### config.mk
export PLATFORM = sky130hd
export DESIGN_NAME = uart_rx_frame_check_flat
export DESIGN_NICKNAME = d
export VERILOG_FILES = /design/src/rtl/uart_pkg.sv /design/src/rtl/uart_rx_frame_check_if.sv /design/src/rtl/uart_rx_frame_check.sv /design/src/flat_wrapper.sv
export SDC_FILE = /design/constraint.sdc
export NUM_CORES = 1
export LEC_CHECK = 0
export BUFFER_PORTS_ARGS = -buffer_cell sky130_fd_sc_hd__buf_2
export CAP_MARGIN = 20
export CORE_MARGIN = 3
export CORE_UTILIZATION = 40
export CTS_BUF_LIST = sky130_fd_sc_hd__clkbuf_8 sky130_fd_sc_hd__clkbuf_16
export DETAILED_ROUTE_END_ITERATION = 8
export PLACE_DENSITY = 0.64
export SLEW_MARGIN = 10
export SYNTH_ARGS = -nofsm -noshare
export SYNTH_HDL_FRONTEND = slang
export SYNTH_SLANG_ARGS = --single-unit
### constraint.sdc
create_clock -name clk -period 4.95 [get_ports clk]
set_input_delay 0 -clock clk [delete_from_list [all_inputs] [get_ports clk]]
set_output_delay 0 -clock clk [all_outputs]
set_load 0.02 [all_outputs]
### src/rtl/uart_pkg.sv
// rtl/uart_pkg.sv - shared UART definitions: receiver FSM states, parity constants, parity helper
// Purpose: shared by the TX parity generator and the RX frame checker, so that both sides
//          compute the parity bit in exactly the same way.
// Ports:   none (package)
package uart_pkg;

    typedef enum logic [1:0] {
        ST_IDLE   = 2'd0,
        ST_DATA   = 2'd1,
        ST_PARITY = 2'd2,
        ST_STOP   = 2'd3
    } state_t;

    localparam logic PAR_EVEN = 1'b0;
    localparam logic PAR_ODD  = 1'b1;

    // Widest data word the helper accepts. Callers zero-extend narrower words,
    // and zero padding leaves the XOR reduction unchanged.
    localparam int PAR_MAX_W = 32;

    // Parity bit the transmitter sends for this word.
    function automatic logic exp_parity(input logic [PAR_MAX_W-1:0] data, input logic typ);
        return (typ == PAR_ODD) ? ~(^data) : (^data);
    endfunction

endpackage

### src/rtl/uart_rx_frame_check_if.sv
// rtl/uart_rx_frame_check_if.sv - bit-sampler to frame-checker interface
// Purpose: groups the sampler strobes, line configuration and checker results.
// Signals: start_det, bit_valid, sampled_bit, PAR_EN, PAR_TYP   (sampler/config -> checker)
//          P_DATA, data_valid, par_err, stp_err, busy          (checker -> consumer)
// Modports: master = sampler/config side, slave = frame checker
interface uart_rx_frame_check_if #(
    parameter int DATA_WIDTH = 8
);
    logic                  start_det;
    logic                  bit_valid;
    logic                  sampled_bit;
    logic                  PAR_EN;
    logic                  PAR_TYP;
    logic [DATA_WIDTH-1:0] P_DATA;
    logic                  data_valid;
    logic                  par_err;
    logic                  stp_err;
    logic                  busy;

    modport master (
        output start_det, bit_valid, sampled_bit, PAR_EN, PAR_TYP,
        input  P_DATA, data_valid, par_err, stp_err, busy
    );

    modport slave (
        input  start_det, bit_valid, sampled_bit, PAR_EN, PAR_TYP,
        output P_DATA, data_valid, par_err, stp_err, busy
    );
endinterface

### src/rtl/uart_rx_frame_check.sv
// rtl/uart_rx_frame_check.sv - UART receive frame deserializer with parity/stop checking
// Purpose: shifts in DATA_WIDTH data bits LSB first, then the optional parity bit and the
//          stop bit; raises one-cycle data_valid / par_err / stp_err pulses the cycle after
//          the stop-bit strobe. P_DATA only updates on a good frame.
// Ports:   clk  - single clock
//          rst  - synchronous, active-high reset
//          bus  - uart_rx_frame_check_if.slave (sampler strobes, config, results)
import uart_pkg::*;

module uart_rx_frame_check #(
    parameter int DATA_WIDTH = 8
) (
    input logic                  clk,
    input logic                  rst,
    uart_rx_frame_check_if.slave bus
);

    localparam int                CNT_W    = $clog2(DATA_WIDTH + 1);
    localparam logic [CNT_W-1:0]  CNT_LAST = CNT_W'(DATA_WIDTH - 1);

    state_t                r_state;
    logic [CNT_W-1:0]      r_cnt;
    logic [DATA_WIDTH-1:0] r_shift;
    logic [DATA_WIDTH-1:0] r_p_data;
    logic                  r_cfg_en;
    logic                  r_cfg_typ;
    logic                  r_rx_par;
    logic                  r_data_valid;
    logic                  r_par_err;
    logic                  r_stp_err;

    logic w_par_err;
    logic w_stp_err;

    // Frame verdict, valid while the stop bit is being strobed in.
    assign w_par_err = r_cfg_en & (r_rx_par != exp_parity(PAR_MAX_W'(r_shift), r_cfg_typ));
    assign w_stp_err = ~bus.sampled_bit;

    always_ff @(posedge clk) begin
        if (rst) begin
            r_state      <= ST_IDLE;
            r_cnt        <= '0;
            r_shift      <= '0;
            r_p_data     <= '0;
            r_cfg_en     <= 1'b0;
            r_cfg_typ    <= 1'b0;
            r_rx_par     <= 1'b0;
            r_data_valid <= 1'b0;
            r_par_err    <= 1'b0;
            r_stp_err    <= 1'b0;
        end else begin
            // Result flags are single-cycle pulses.
            r_data_valid <= 1'b0;
            r_par_err    <= 1'b0;
            r_stp_err    <= 1'b0;

            case (r_state)
                ST_IDLE: begin
                    // A bit_valid coinciding with start_det belongs to no frame yet.
                    if (bus.start_det) begin
                        r_state   <= ST_DATA;
                        r_cfg_en  <= bus.PAR_EN;
                        r_cfg_typ <= bus.PAR_TYP;
                        r_cnt     <= '0;
                        r_shift   <= '0;
                    end
                end
                ST_DATA: begin
                    if (bus.bit_valid) begin
                        // LSB arrives first, so after DATA_WIDTH right shifts it sits at bit 0.
                        r_shift <= {bus.sampled_bit, r_shift[DATA_WIDTH-1:1]};
                        r_cnt   <= r_cnt + 1'b1;
                        if (r_cnt == CNT_LAST) begin
                            r_state <= r_cfg_en ? ST_PARITY : ST_STOP;
                        end
                    end
                end
                ST_PARITY: begin
                    if (bus.bit_valid) begin
                        r_rx_par <= bus.sampled_bit;
                        r_state  <= ST_STOP;
                    end
                end
                ST_STOP: begin
                    // start_det here is dropped; the next frame may start one cycle later.
                    if (bus.bit_valid) begin
                        r_par_err    <= w_par_err;
                        r_stp_err    <= w_stp_err;
                        r_data_valid <= ~w_par_err & ~w_stp_err;
                        if (~w_par_err & ~w_stp_err) begin
                            r_p_data <= r_shift;
                        end
                        r_state <= ST_IDLE;
                    end
                end
                default: r_state <= ST_IDLE;
            endcase
        end
    end

    assign bus.P_DATA     = r_p_data;
    assign bus.data_valid = r_data_valid;
    assign bus.par_err    = r_par_err;
    assign bus.stp_err    = r_stp_err;
    assign bus.busy       = (r_state != ST_IDLE);

endmodule
### src/flat_wrapper.sv
// flat-port wrapper written by rule: the top's interface ports become plain ports
module uart_rx_frame_check_flat 
#(
    parameter int DATA_WIDTH = 8
)
  (clk, rst, bus_start_det, bus_bit_valid, bus_sampled_bit, bus_PAR_EN, bus_PAR_TYP, bus_P_DATA, bus_data_valid, bus_par_err, bus_stp_err, bus_busy);
  uart_rx_frame_check_if #(.DATA_WIDTH(DATA_WIDTH)) bus_i ();
  input logic clk;
  input logic rst;
  input wire logic [$bits(bus_i.start_det)-1:0] bus_start_det;
  input wire logic [$bits(bus_i.bit_valid)-1:0] bus_bit_valid;
  input wire logic [$bits(bus_i.sampled_bit)-1:0] bus_sampled_bit;
  input wire logic [$bits(bus_i.PAR_EN)-1:0] bus_PAR_EN;
  input wire logic [$bits(bus_i.PAR_TYP)-1:0] bus_PAR_TYP;
  output wire logic [$bits(bus_i.P_DATA)-1:0] bus_P_DATA;
  output wire logic [$bits(bus_i.data_valid)-1:0] bus_data_valid;
  output wire logic [$bits(bus_i.par_err)-1:0] bus_par_err;
  output wire logic [$bits(bus_i.stp_err)-1:0] bus_stp_err;
  output wire logic [$bits(bus_i.busy)-1:0] bus_busy;
  assign bus_i.start_det = bus_start_det;
  assign bus_i.bit_valid = bus_bit_valid;
  assign bus_i.sampled_bit = bus_sampled_bit;
  assign bus_i.PAR_EN = bus_PAR_EN;
  assign bus_i.PAR_TYP = bus_PAR_TYP;
  assign bus_P_DATA = bus_i.P_DATA;
  assign bus_data_valid = bus_i.data_valid;
  assign bus_par_err = bus_i.par_err;
  assign bus_stp_err = bus_i.stp_err;
  assign bus_busy = bus_i.busy;
  uart_rx_frame_check #(.DATA_WIDTH(DATA_WIDTH)) u_core (.clk(clk), .rst(rst), .bus(bus_i));
endmodule
==> metrics, run 1 <==
port bufs=18; part of the cycle the worst path needs=40.0%; register clock-pin slew on the reported worst setup and hold paths=0.09 ns; Post-Syn Area per Cell=9.80 sq um; Tot GR Track Use=14.0%; die area=3680 sq um; first-pass GRT wire length=3890 um; Std-Cell Rows=19; worst skew pair latency=0.27 ns; largest family of logic cells by synthesized area=compound AO/OA/AOI/OAI gates; vias in the first global route=901; drt total wl=2300 um; Pre-antenna DRT Iters=4; CP endpoint kind=register; switch share=34.2%; Hold Path Class=input port to register; Clock Sinks=28; CP Launch Point=u_core.r_shift[3]; Hold Fails Final Rpt=0; initial antenna violation count=0; worst slew pin tran=0.581 ns; DRC Markers=0; root buf cell=clkbuf_8; VDD IR max=0.316 mV; Yosys reg bits=28; CP cell instances=xor2_1, xnor3_1, or3_4, a31oi_4, a22o_2; synthesized area=1200 sq um; number of diodes=0; DRT iter0 DRCs=46; post-synthesis simple-gate area fraction=15.0%; Power Dens Cells=445 nW/um^2; RSZ-0062 raised after global routing=no; LEAKAGE=0.603 nW; CP startpoint kind=register; final setup vio count=0; clk buf depth=2; via count=935; unique cell type count in the Yosys netlist=27; syn nets=135; crit path kind=register to register; register share of total power=40.6%; Switch Pwr=0.000215 W; die span in y=60.7 um; Final min period=1.98 ns; Synth Area in Adders=6.28%; status=finished, final reports clean; GRT overflow=0; setup bufs post-CTS=0; # fillers=276; reg2reg start=u_core.r_shift[3]; Hold Crit Start=bus_bit_valid; H-tree levels=1; Fin Hold WS=0.0333 ns; Max FO, Critical Path=8; Final Max Tran Viols=0; max-cap violations=0; Synth Area in XOR/XNOR=7.74%; initial core utilization=42.6%; clock network power share=28.1%; Final Total Pwr=0.000628 W; Achievable Freq=505 MHz; Seq/Total Area, Yosys=46.9%; core area=2810 sq um; CTS tree=yes; post-route ant nets=0; total CTS buffers=3; pin count of the biggest net entering global routing=20; CP delay by family, top=XOR/XNOR gates; Compound-Gate Fraction of Synth Area=21.0%; share of layout cells above drive strength 1=22.9%; Via density=5.34; gpl congestion=0.804; crit-path max cell delay=0.47 ns; Slew HR=61.1%; Top Ports=19; Warnings, synthesis=0; crit path buf inv count=0; Mapped Cells=122; Critical-path top delay cell=xnor3_1; dpl hpwl=1750 um; DIE WIDTH=60.7 um; Post-CTS Resized=0; Nets=158; setup TNS=0 ns; post-synthesis mux area share=0.837%; skew final=0.00195 ns; Comb pwr share=31.3%; DR WL/cell=13.1 um; Area growth, synth to finish=18.2%; WP data arrival=2.20 ns; WP data required=5.17 ns; Internal=0.000414 W
kinds of logic after synthesis:
| logic type | Yosys count |
|---|---|
| and+or+nand+nor | 39 |
| DFF | 28 |
| AOI/OAI and AO/OA | 32 |
| buffers and inverters | 7 |
| xor gates and xnor gates | 9 |
| muxes | 1 |
| adders and majority gates | 6 |
worst min-delay path, cell delays in order:
cell	delay, ns
buf_2	0.13
nand2_1	0.09
nor3_1	0.04
through the flow:
stage	cell area (sq um)	util (%)	worst slack [ns]	instances
floorplan	1200	-	3.16	122
global placement	1310	46.8	2.99	168
detailed placement	1310	46.8	2.98	168
CTS	1410	50.4	2.96	175
global route	1410	50.4	2.75	175
finish	1410	50.4	2.97	175
synthesized netlist by cell type:
cell	count	area, sq um
a21oi_2	1	8.76
nand2b_1	1	6.26
a211oi_1	1	7.51
a221oi_1	1	8.76
or3_1	1	6.26
and3_1	2	12.5
inv_1	4	15.0
dfxtp_1	28	561
a21oi_1	6	30.0
mux2i_1	1	10.0
xor2_1	3	26.3
o21ai_0	4	20.0
nor2_1	15	56.3
a31oi_4	1	21.3
nor3_1	3	15.0
nand2_1	9	33.8
xnor3_1	1	22.5
a22oi_1	9	67.6
ha_1	6	75.1
buf_2	1	5.00
xnor2_1	5	43.8
nand3b_1	1	7.51
o21bai_1	1	7.51
clkbuf_1	2	7.51
a22o_2	8	80.1
nand3_1	6	30.0
or3_4	1	11.3
repair_timing:
| action | in CTS | in global routing |
|---|---|---|
| hold buffers | 3 | 0 |
| setup endpoints to repair | 0 | 0 |
| endpoints found under the hold margin | 3 | 0 |
state kept, by name (all words and copies together), names as in the netlist, 2 cells and up:
name,cells
u_core.r_state,2
u_core.r_cnt,4
u_core.bus.P_DATA,8
u_core.r_shift,8
power groups by stage:
stage          Clock (W)  Combinational [W]  Sequential [W]
5_1_grt         0.000191           0.000227        0.000258
3_5_place_dp           0           0.000194        0.000260
3_3_place_gp           0           0.000184        0.000259
6_report        0.000176           0.000197        0.000255
2_1_floorplan          0           0.000154        0.000257
4_1_cts         0.000183           0.000197        0.000255
worst paths after layout:
| kind | endpoint | slack, ns | cells past startpoint |
|---|---|---|---|
| setup / recovery | u_core.bus.P_DATA[4] | 2.97 | 5 |
| hold / removal | u_core.bus.stp_err | 0.03 | 3 |
| setup reg to reg | u_core.bus.P_DATA[4] | 2.97 | 5 |
| hold reg to reg | u_core.r_cfg_typ | 0.48 | 2 |
cells in the final DEF (no fill, tap or decap), types with 2 or more instances in the layout:
| cell | instances |
|---|---|
| a21oi_1 | 6 |
| a22o_2 | 8 |
| a22oi_1 | 9 |
| and3_1 | 2 |
| buf_2 | 18 |
| clkbuf_8 | 3 |
| dfxtp_1 | 28 |
| dlygate4sd3_1 | 3 |
| ha_1 | 6 |
| inv_1 | 4 |
| nand2_1 | 9 |
| nand3_1 | 6 |
| nor2_1 | 15 |
| nor3_1 | 3 |
| o21ai_0 | 4 |
| xnor2_1 | 5 |
| xor2_1 | 3 |
metal layers:
| metal | wire length (um) | global-route usage, % | part of all wire (%) | vias to the layer above |
|---|---|---|---|---|
| met4 | 38 | 7.12 | 1.7 | 0 |
| li1 | - | - | - | 476 |
| met5 | 0 | 0 | 0 | - |
| met2 | 1100 | 22.9 | 48 | 23 |
| met1 | 1080 | 18.0 | 47 | 432 |
| met3 | 72 | 1.91 | 3.1 | 4 |
final cells by class:
type                    count  area (sq um)  share of cell area, %
clock inverters             1          30.0                   2.12
repair buffers             21           120                   8.50
clock buffers               3          41.3                   2.92
inverters                   4          15.0                   1.06
multi-input cells          87           608                   43.0
flip-flops and latches     28           561                   39.6
well taps                  31          38.8                   2.74
Note: power is estimated with default switching activity, not from simulation.
==> run 2: changes to the inputs <==
==> constraint.sdc (replaced) <==
create_clock -name clk -period 1.9 [get_ports clk]
set_input_delay 0 -clock clk [delete_from_list [all_inputs] [get_ports clk]]
set_output_delay 0 -clock clk [all_outputs]
set_load 0.02 [all_outputs]
==> run 2 against run 1 <==
Final area grew 6.0%. Via count grew 1.9%. Sequential share of layout area shrank 1.8 points. Utilization grew 3.0 points.
==> metrics, run 2 (synthesized netlist as in run 1, its figures left out) <==
Achievable Freq=546 MHz (+8.1%); WP data arrival=2.06 ns (-0.14 ns); Final min period=1.83 ns (-0.149 ns); worst slew pin tran=0.380 ns (-0.200 ns); Clock Sinks=28 (unchanged); via count=953 (+1.9%); Power Dens Cells=1150 nW/um^2 (+160%); WP data required=2.12 ns (-3.05 ns); Top Ports=19 (unchanged); share of layout cells above drive strength 1=31.8% (+8.9 points); Area growth, synth to finish=25.3%; commonest non-fill, non-tap cell in the layout=dfxtp_1; worst skew pair latency=0.27 ns (about the same); GRT overflow=0 (unchanged); register clock-pin slew on the reported worst setup and hold paths=0.09 ns (about the same); Switch Pwr=0.000581 W (+170%); post-route ant nets=0 (unchanged); part of the cycle the worst path needs=96.4% (+56 points); CP endpoint kind=register; pin count of the biggest net entering global routing=20 (unchanged); DRC Markers=0 (unchanged); root buf cell=clkbuf_8; Nets=165 (+4.4%); vias in the first global route=868 (-3.7%); Comb pwr share=34.3% (+3.0 points); CP startpoint kind=register; Hold Path Class=input port to register; # fillers=259 (-6.2%); CP cell instances=xnor2_2, xnor3_1, or3_4, a31oi_4, a22o_2; Internal=0.00114 W (+180%); crit path kind=register to register; H-tree levels=1 (unchanged); switch share=33.8% (-0.40 points); RSZ-0062 raised after global routing=yes; gpl congestion=0.750 (-6.7%); Final Max Tran Viols=0 (unchanged); Hold Fails Final Rpt=0 (unchanged); skew final=0.00224 ns (+0.000292 ns); Layout Cells excl Fill=182 (+4.0%); Pre-antenna DRT Iters=4 (unchanged); setup slack, reg-to-reg=0.07 ns (-2.90 ns); worst setup margin=0.0683 ns (-2.90 ns); initial core utilization=42.6% (unchanged); die span in y=60.7 um (unchanged); number of diodes=0 (unchanged); Critical-path top delay cell=xnor3_1; DRT iter0 DRCs=28 (-39%); clk buf depth=2 (unchanged); Slew HR=74.6% (+14 points); register share of total power=38.8% (-1.8 points); Fin Hold WS=0.0318 ns (-0.00149 ns); core area=2810 sq um (unchanged); dpl hpwl=1720 um (-1.2%); initial antenna violation count=0 (unchanged); port bufs=18 (unchanged); status=finished, final reports clean; VDD IR max=0.736 mV (+130%); clock network power share=26.9% (-1.2 points); drt total wl=2290 um (-0.48%); most frequent cells in the layout=dfxtp_1, buf_2, nor2_1, nand2_1, a22oi_1; final setup vio count=0 (unchanged); placed cells=175 (+4.2%); setup bufs post-CTS=0 (unchanged); total CTS buffers=3 (unchanged); DIE WIDTH=60.7 um (unchanged); Tot GR Track Use=13.8% (-0.16 points); max-cap violations=0 (unchanged); DR WL/cell=12.6 um (-4.3%); pre-CTS setup slack=0.0420 ns (-2.94 ns); LEAKAGE=0.642 nW (+6.5%); CTS tree=yes; Max FO, Critical Path=8 (unchanged); Via density=5.24 (-2.0%); die area=3680 sq um (unchanged); crit-path max cell delay=0.45 ns (-0.02 ns); first-pass GRT wire length=3750 um (-3.5%); Std-Cell Rows=19 (unchanged)
## run 2: cell types whose count changed in the layout (fill, tap and decap cells not counted), sizes merged
cell,before,now
buf,18,25
## run 2: layer usage
| metal | track usage (%) | wire (um) | vias to the layer above |
|---|---|---|---|
| li1 | - | - | 493 |
| met1 | 15.9 | 1060 | 435 |
| met2 | 24.1 | 1120 | 23 |
| met3 | 4.47 | 93 | 2 |
| met4 | 4.64 | 18 | 0 |
| met5 | 0 | 0 | - |
## run 2: through the flow
| stage | total power (W) | cell area (sq um) | utilization [%] | TNS (ns) |
|---|---|---|---|---|
| after floorplan | 0.00107 | 1200 | - | 0 |
| after global placement | 0.00121 | 1370 | 48.7 | 0 |
| after detailed placement | 0.00122 | 1370 | 48.7 | 0 |
| after CTS | 0.00169 | 1470 | 52.3 | 0 |
| after global routing | 0.00185 | 1500 | 53.4 | -0.0754 |
| final | 0.00172 | 1500 | 53.4 | 0 |
## run 2: final timing paths
path / endpoint / start / depth (start not counted)
hold / removal: u_core.bus.stp_err / bus_bit_valid / 3
setup / recovery: u_core.bus.P_DATA[5] / u_core.r_shift[4] / 5
setup reg to reg: u_core.bus.P_DATA[5] / u_core.r_shift[4] / 5
hold reg to reg: u_core.r_cfg_typ / u_core.r_cfg_typ / 2
## run 2: cell type report
class,instances,area [sq um],area share (%)
Tap cell,31,38.8,2.59
Clock buffer,3,41.3,2.75
Timing Repair Buffer,28,173,11.5
Inverter,4,15.0,1.00
Clock inverter,1,30.0,2.00
Sequential cell,28,567,37.8
Multi-Input combinational cell,87,634,42.3
## run 2: power groups by stage
stage / Clock (W) / Combinational (W) / Sequential [W]
2_1_floorplan: 0 / 0.000401 / 0.000670
3_5_place_dp: 0 / 0.000545 / 0.000677
4_1_cts: 0.000473 / 0.000553 / 0.000663
3_3_place_gp: 0 / 0.000532 / 0.000675
5_1_grt: 0.000499 / 0.000676 / 0.000675
6_report: 0.000463 / 0.000590 / 0.000668
## run 2: what timing repair did
| item | CTS | global route |
|---|---|---|
| endpoints found under the setup margin | 0 | 19 |
| hold buffers | 3 | 0 |
| gates resized for setup | 0 | 10 |
| hold endpoints to repair | 3 | 0 |
## run 2: critical path, delay by kind of cell (launching register included)
| family | cells | cell delay [ns] |
|---|---|---|
| and+or+nand+nor | 1 | 0.41 |
| DFF | 1 | 0.38 |
| xor gates and xnor gates | 2 | 0.55 |
| AOI/OAI and AO/OA | 2 | 0.43 |
==> run 3: changes to the inputs <==
--- a/config.mk
+++ b/config.mk
@@ -5,6 +5,7 @@
 export SDC_FILE = /design/constraint.sdc
 export NUM_CORES = 1
 export LEC_CHECK = 0
+export ABC_CLOCK_PERIOD_IN_PS = 1800
 export BUFFER_PORTS_ARGS = -buffer_cell sky130_fd_sc_hd__buf_2
 export CAP_MARGIN = 20
 export CORE_MARGIN = 3
==> constraint.sdc (replaced) <==
create_clock -name clk -period 1.8 [get_ports clk]
set_input_delay 0 -clock clk [delete_from_list [all_inputs] [get_ports clk]]
set_output_delay 0 -clock clk [all_outputs]
set_load 0.02 [all_outputs]
==> run 3 against run 2 <==
Critical path type unchanged. The flow now finishes with violations (negative setup slack). Die area is the same. Setup slack worse by 0.098 ns. Combinational power increased by 5.3%. Hold slack improved by 0.0025 ns. Non-clock buffer count grew 2. Utilization is 0.089 points lower. Sequential share of layout area rose by 0.063 points. Clock skew increased by 0.0055 ns. Sequential power increased by 5.1%. Cell count rose by 1.1%.
==> metrics, run 3 (synthesized netlist as in run 1, its figures left out) <==
status=finished, violations left; failing checks=negative setup slack; Sequential Area=567 sq um (unchanged); Std-Cell Rows=19 (unchanged); number of diodes=0 (unchanged); placed cells=176 (+0.57%); DRT iter0 DRCs=20 (-29%); Nets=167 (+1.2%); initial core utilization=42.6% (unchanged); DIE WIDTH=60.7 um (unchanged); most frequent cells in the layout=dfxtp_1, buf_2, nor2_1; pre-CTS setup slack=-0.0595 ns (-0.102 ns); WP data required=1.98 ns (-0.14 ns); met2 Usage GRT=22.7% (-1.4 points); CP delay by family, top=XOR/XNOR gates; pin count of the biggest net entering global routing=20 (unchanged); port bufs=18 (unchanged); commonest non-fill, non-tap cell in the layout=dfxtp_1; Tot GR Track Use=13.8% (about the same); dpl hpwl=1720 um (about the same); # fillers=265 (+2.3%); crit-path max cell delay=0.43 ns (-0.02 ns); RSZ-0062 raised after global routing=yes; WP data arrival=2.01 ns (-0.05 ns); Pre-antenna DRT Iters=4 (unchanged); DR WL/cell=12.5 um (-0.22%); root buf cell=clkbuf_8; final setup vio count=8 (+8); total CTS buffers=3 (unchanged); clock network power share=27.1% (+0.2 points); via count=955 (+0.21%); register share of total power=38.7% (about the same); register clock-pin slew on the reported worst setup and hold paths=0.10 ns (about the same); GR met1 Demand/Resource=16.6% (+0.65 points); Max FO, Critical Path=9 (+1); Hold Path Class=input port to register; LEAKAGE=0.650 nW (+1.3%); Final Max Tran Viols=0 (unchanged); drt total wl=2310 um (+0.87%); part of the cycle the worst path needs=102% (+5.2 points); Switch Pwr=0.000615 W (+5.8%); Area growth, synth to finish=25.1%; Achievable Freq=547 MHz (+0.11%); core area=2810 sq um (unchanged); Final min period=1.83 ns (-0.00195 ns); vias in the first global route=881 (+1.5%); Most Used Layer, Global Route=met2; H-tree levels=1 (unchanged); Top Ports=19 (unchanged); Comb pwr share=34.2% (about the same); switch share=33.9% (+0.073 points); GRT overflow=0 (unchanged); die area=3680 sq um (unchanged); multi-input logic area=617 sq um (-2.8%); CTS tree=yes; post-route ant nets=0 (unchanged); Hold Fails Final Rpt=0 (unchanged); first-pass GRT wire length=3830 um (+2.0%); Critical-path top delay cell=xnor3_1; die span in y=60.7 um (unchanged); Clock Sinks=28 (unchanged); Fin Hold WS=0.0344 ns (+0.00253 ns); CP most frequent cell=buf_4; VDD IR max=0.931 mV (+26%); Power Dens Cells=1210 nW/um^2 (+5.7%); CP startpoint kind=register; worst setup margin=-0.0298 ns (-0.0980 ns); DRC Markers=0 (unchanged); worst slew pin tran=0.370 ns (-0.0104 ns); crit path buf inv count=2 (+2); Layout Cells excl Fill=184 (+1.1%); crit path kind=register to register; Internal=0.00120 W (+5.4%); skew final=0.00775 ns (+0.00551 ns); CP endpoint kind=register; Via density=5.19 (-0.88%); worst skew pair latency=0.28 ns (about the same); met3 Usage GRT=4.04% (-0.43 points); gpl congestion=0.763 (+1.6%); share of layout cells above drive strength 1=32.7% (+0.89 points); CP cell instances=xor2_1, xnor3_1, buf_4, xnor2_1, a21oi_2, buf_4, a22o_2; initial antenna violation count=0 (unchanged); Slew HR=75.3% (+0.69 points); clk buf depth=2 (unchanged); max-cap violations=0 (unchanged)
==> run 3: cell types whose count changed in the layout (fill, tap and decap cells not counted), sizes merged <==
cell  delta
buf      +2
==> run 3: path summary, 6_finish.rpt <==
path | slack [ns] | depth (start not counted) | startpoint | endpoint
setup / recovery | -0.03 | 7 | u_core.r_shift[3] | u_core.bus.P_DATA[3]
hold / removal | 0.03 | 3 | bus_start_det | u_core.r_cfg_typ
setup reg to reg | -0.03 | 7 | u_core.r_shift[3] | u_core.bus.P_DATA[3]
hold reg to reg | 0.47 | 2 | u_core.r_cfg_typ | u_core.r_cfg_typ
==> run 3: per-stage QoR <==
stage,total power [W],setup TNS [ns],util [%],instance area [sq um]
5_1_grt,0.00194,-0.923,53.3,1500
2_1_floorplan,0.00113,0,-,1200
4_1_cts,0.00181,-0.243,52.8,1480
3_5_place_dp,0.00130,-0.426,48.9,1370
3_3_place_gp,0.00127,-0.203,48.9,1370
6_report,0.00182,-0.214,53.3,1500
==> run 3: power by group through the flow <==
stage	Clock [W]	Combinational [W]	Sequential [W]
5_1_grt	0.000529	0.000696	0.000710
6_report	0.000492	0.000621	0.000702
3_5_place_dp	0	0.000586	0.000715
3_3_place_gp	0	0.000560	0.000712
2_1_floorplan	0	0.000423	0.000708
4_1_cts	0.000501	0.000613	0.000701
==> run 3: worst reg2reg max path: stages (launching register included) <==
cell,delay (ns)
dfxtp_2,0.34
xor2_1,0.15
xnor3_1,0.43
buf_4,0.15
xnor2_1,0.22
a21oi_2,0.08
buf_4,0.16
a22o_2,0.20
==> run 3: timing repair <==
item / 4_1_cts / 5_1_grt
hold buffers: 3 / 0
setup buffers: 0 / 1
hold endpoints to repair: 3 / 0
resized for setup: 3 / 6
endpoints found under the setup margin: 9 / 19
pin swaps: 11 / 4
==> run 3: area by class of cell <==
cell class,count,area share [%]
clock inverters,1,2.01
repair buffers,30,12.5
flip-flops and latches,28,37.9
well taps,31,2.59
inverters,4,1.00
multi-input cells,87,41.2
clock buffers,3,2.76
==> run 3: routing by layer <==
metal | wire, um | vias up
li1 | - | 494
met1 | 1090 | 440
met2 | 1100 | 17
met3 | 84 | 4
met4 | 33 | 0
met5 | 0 | -
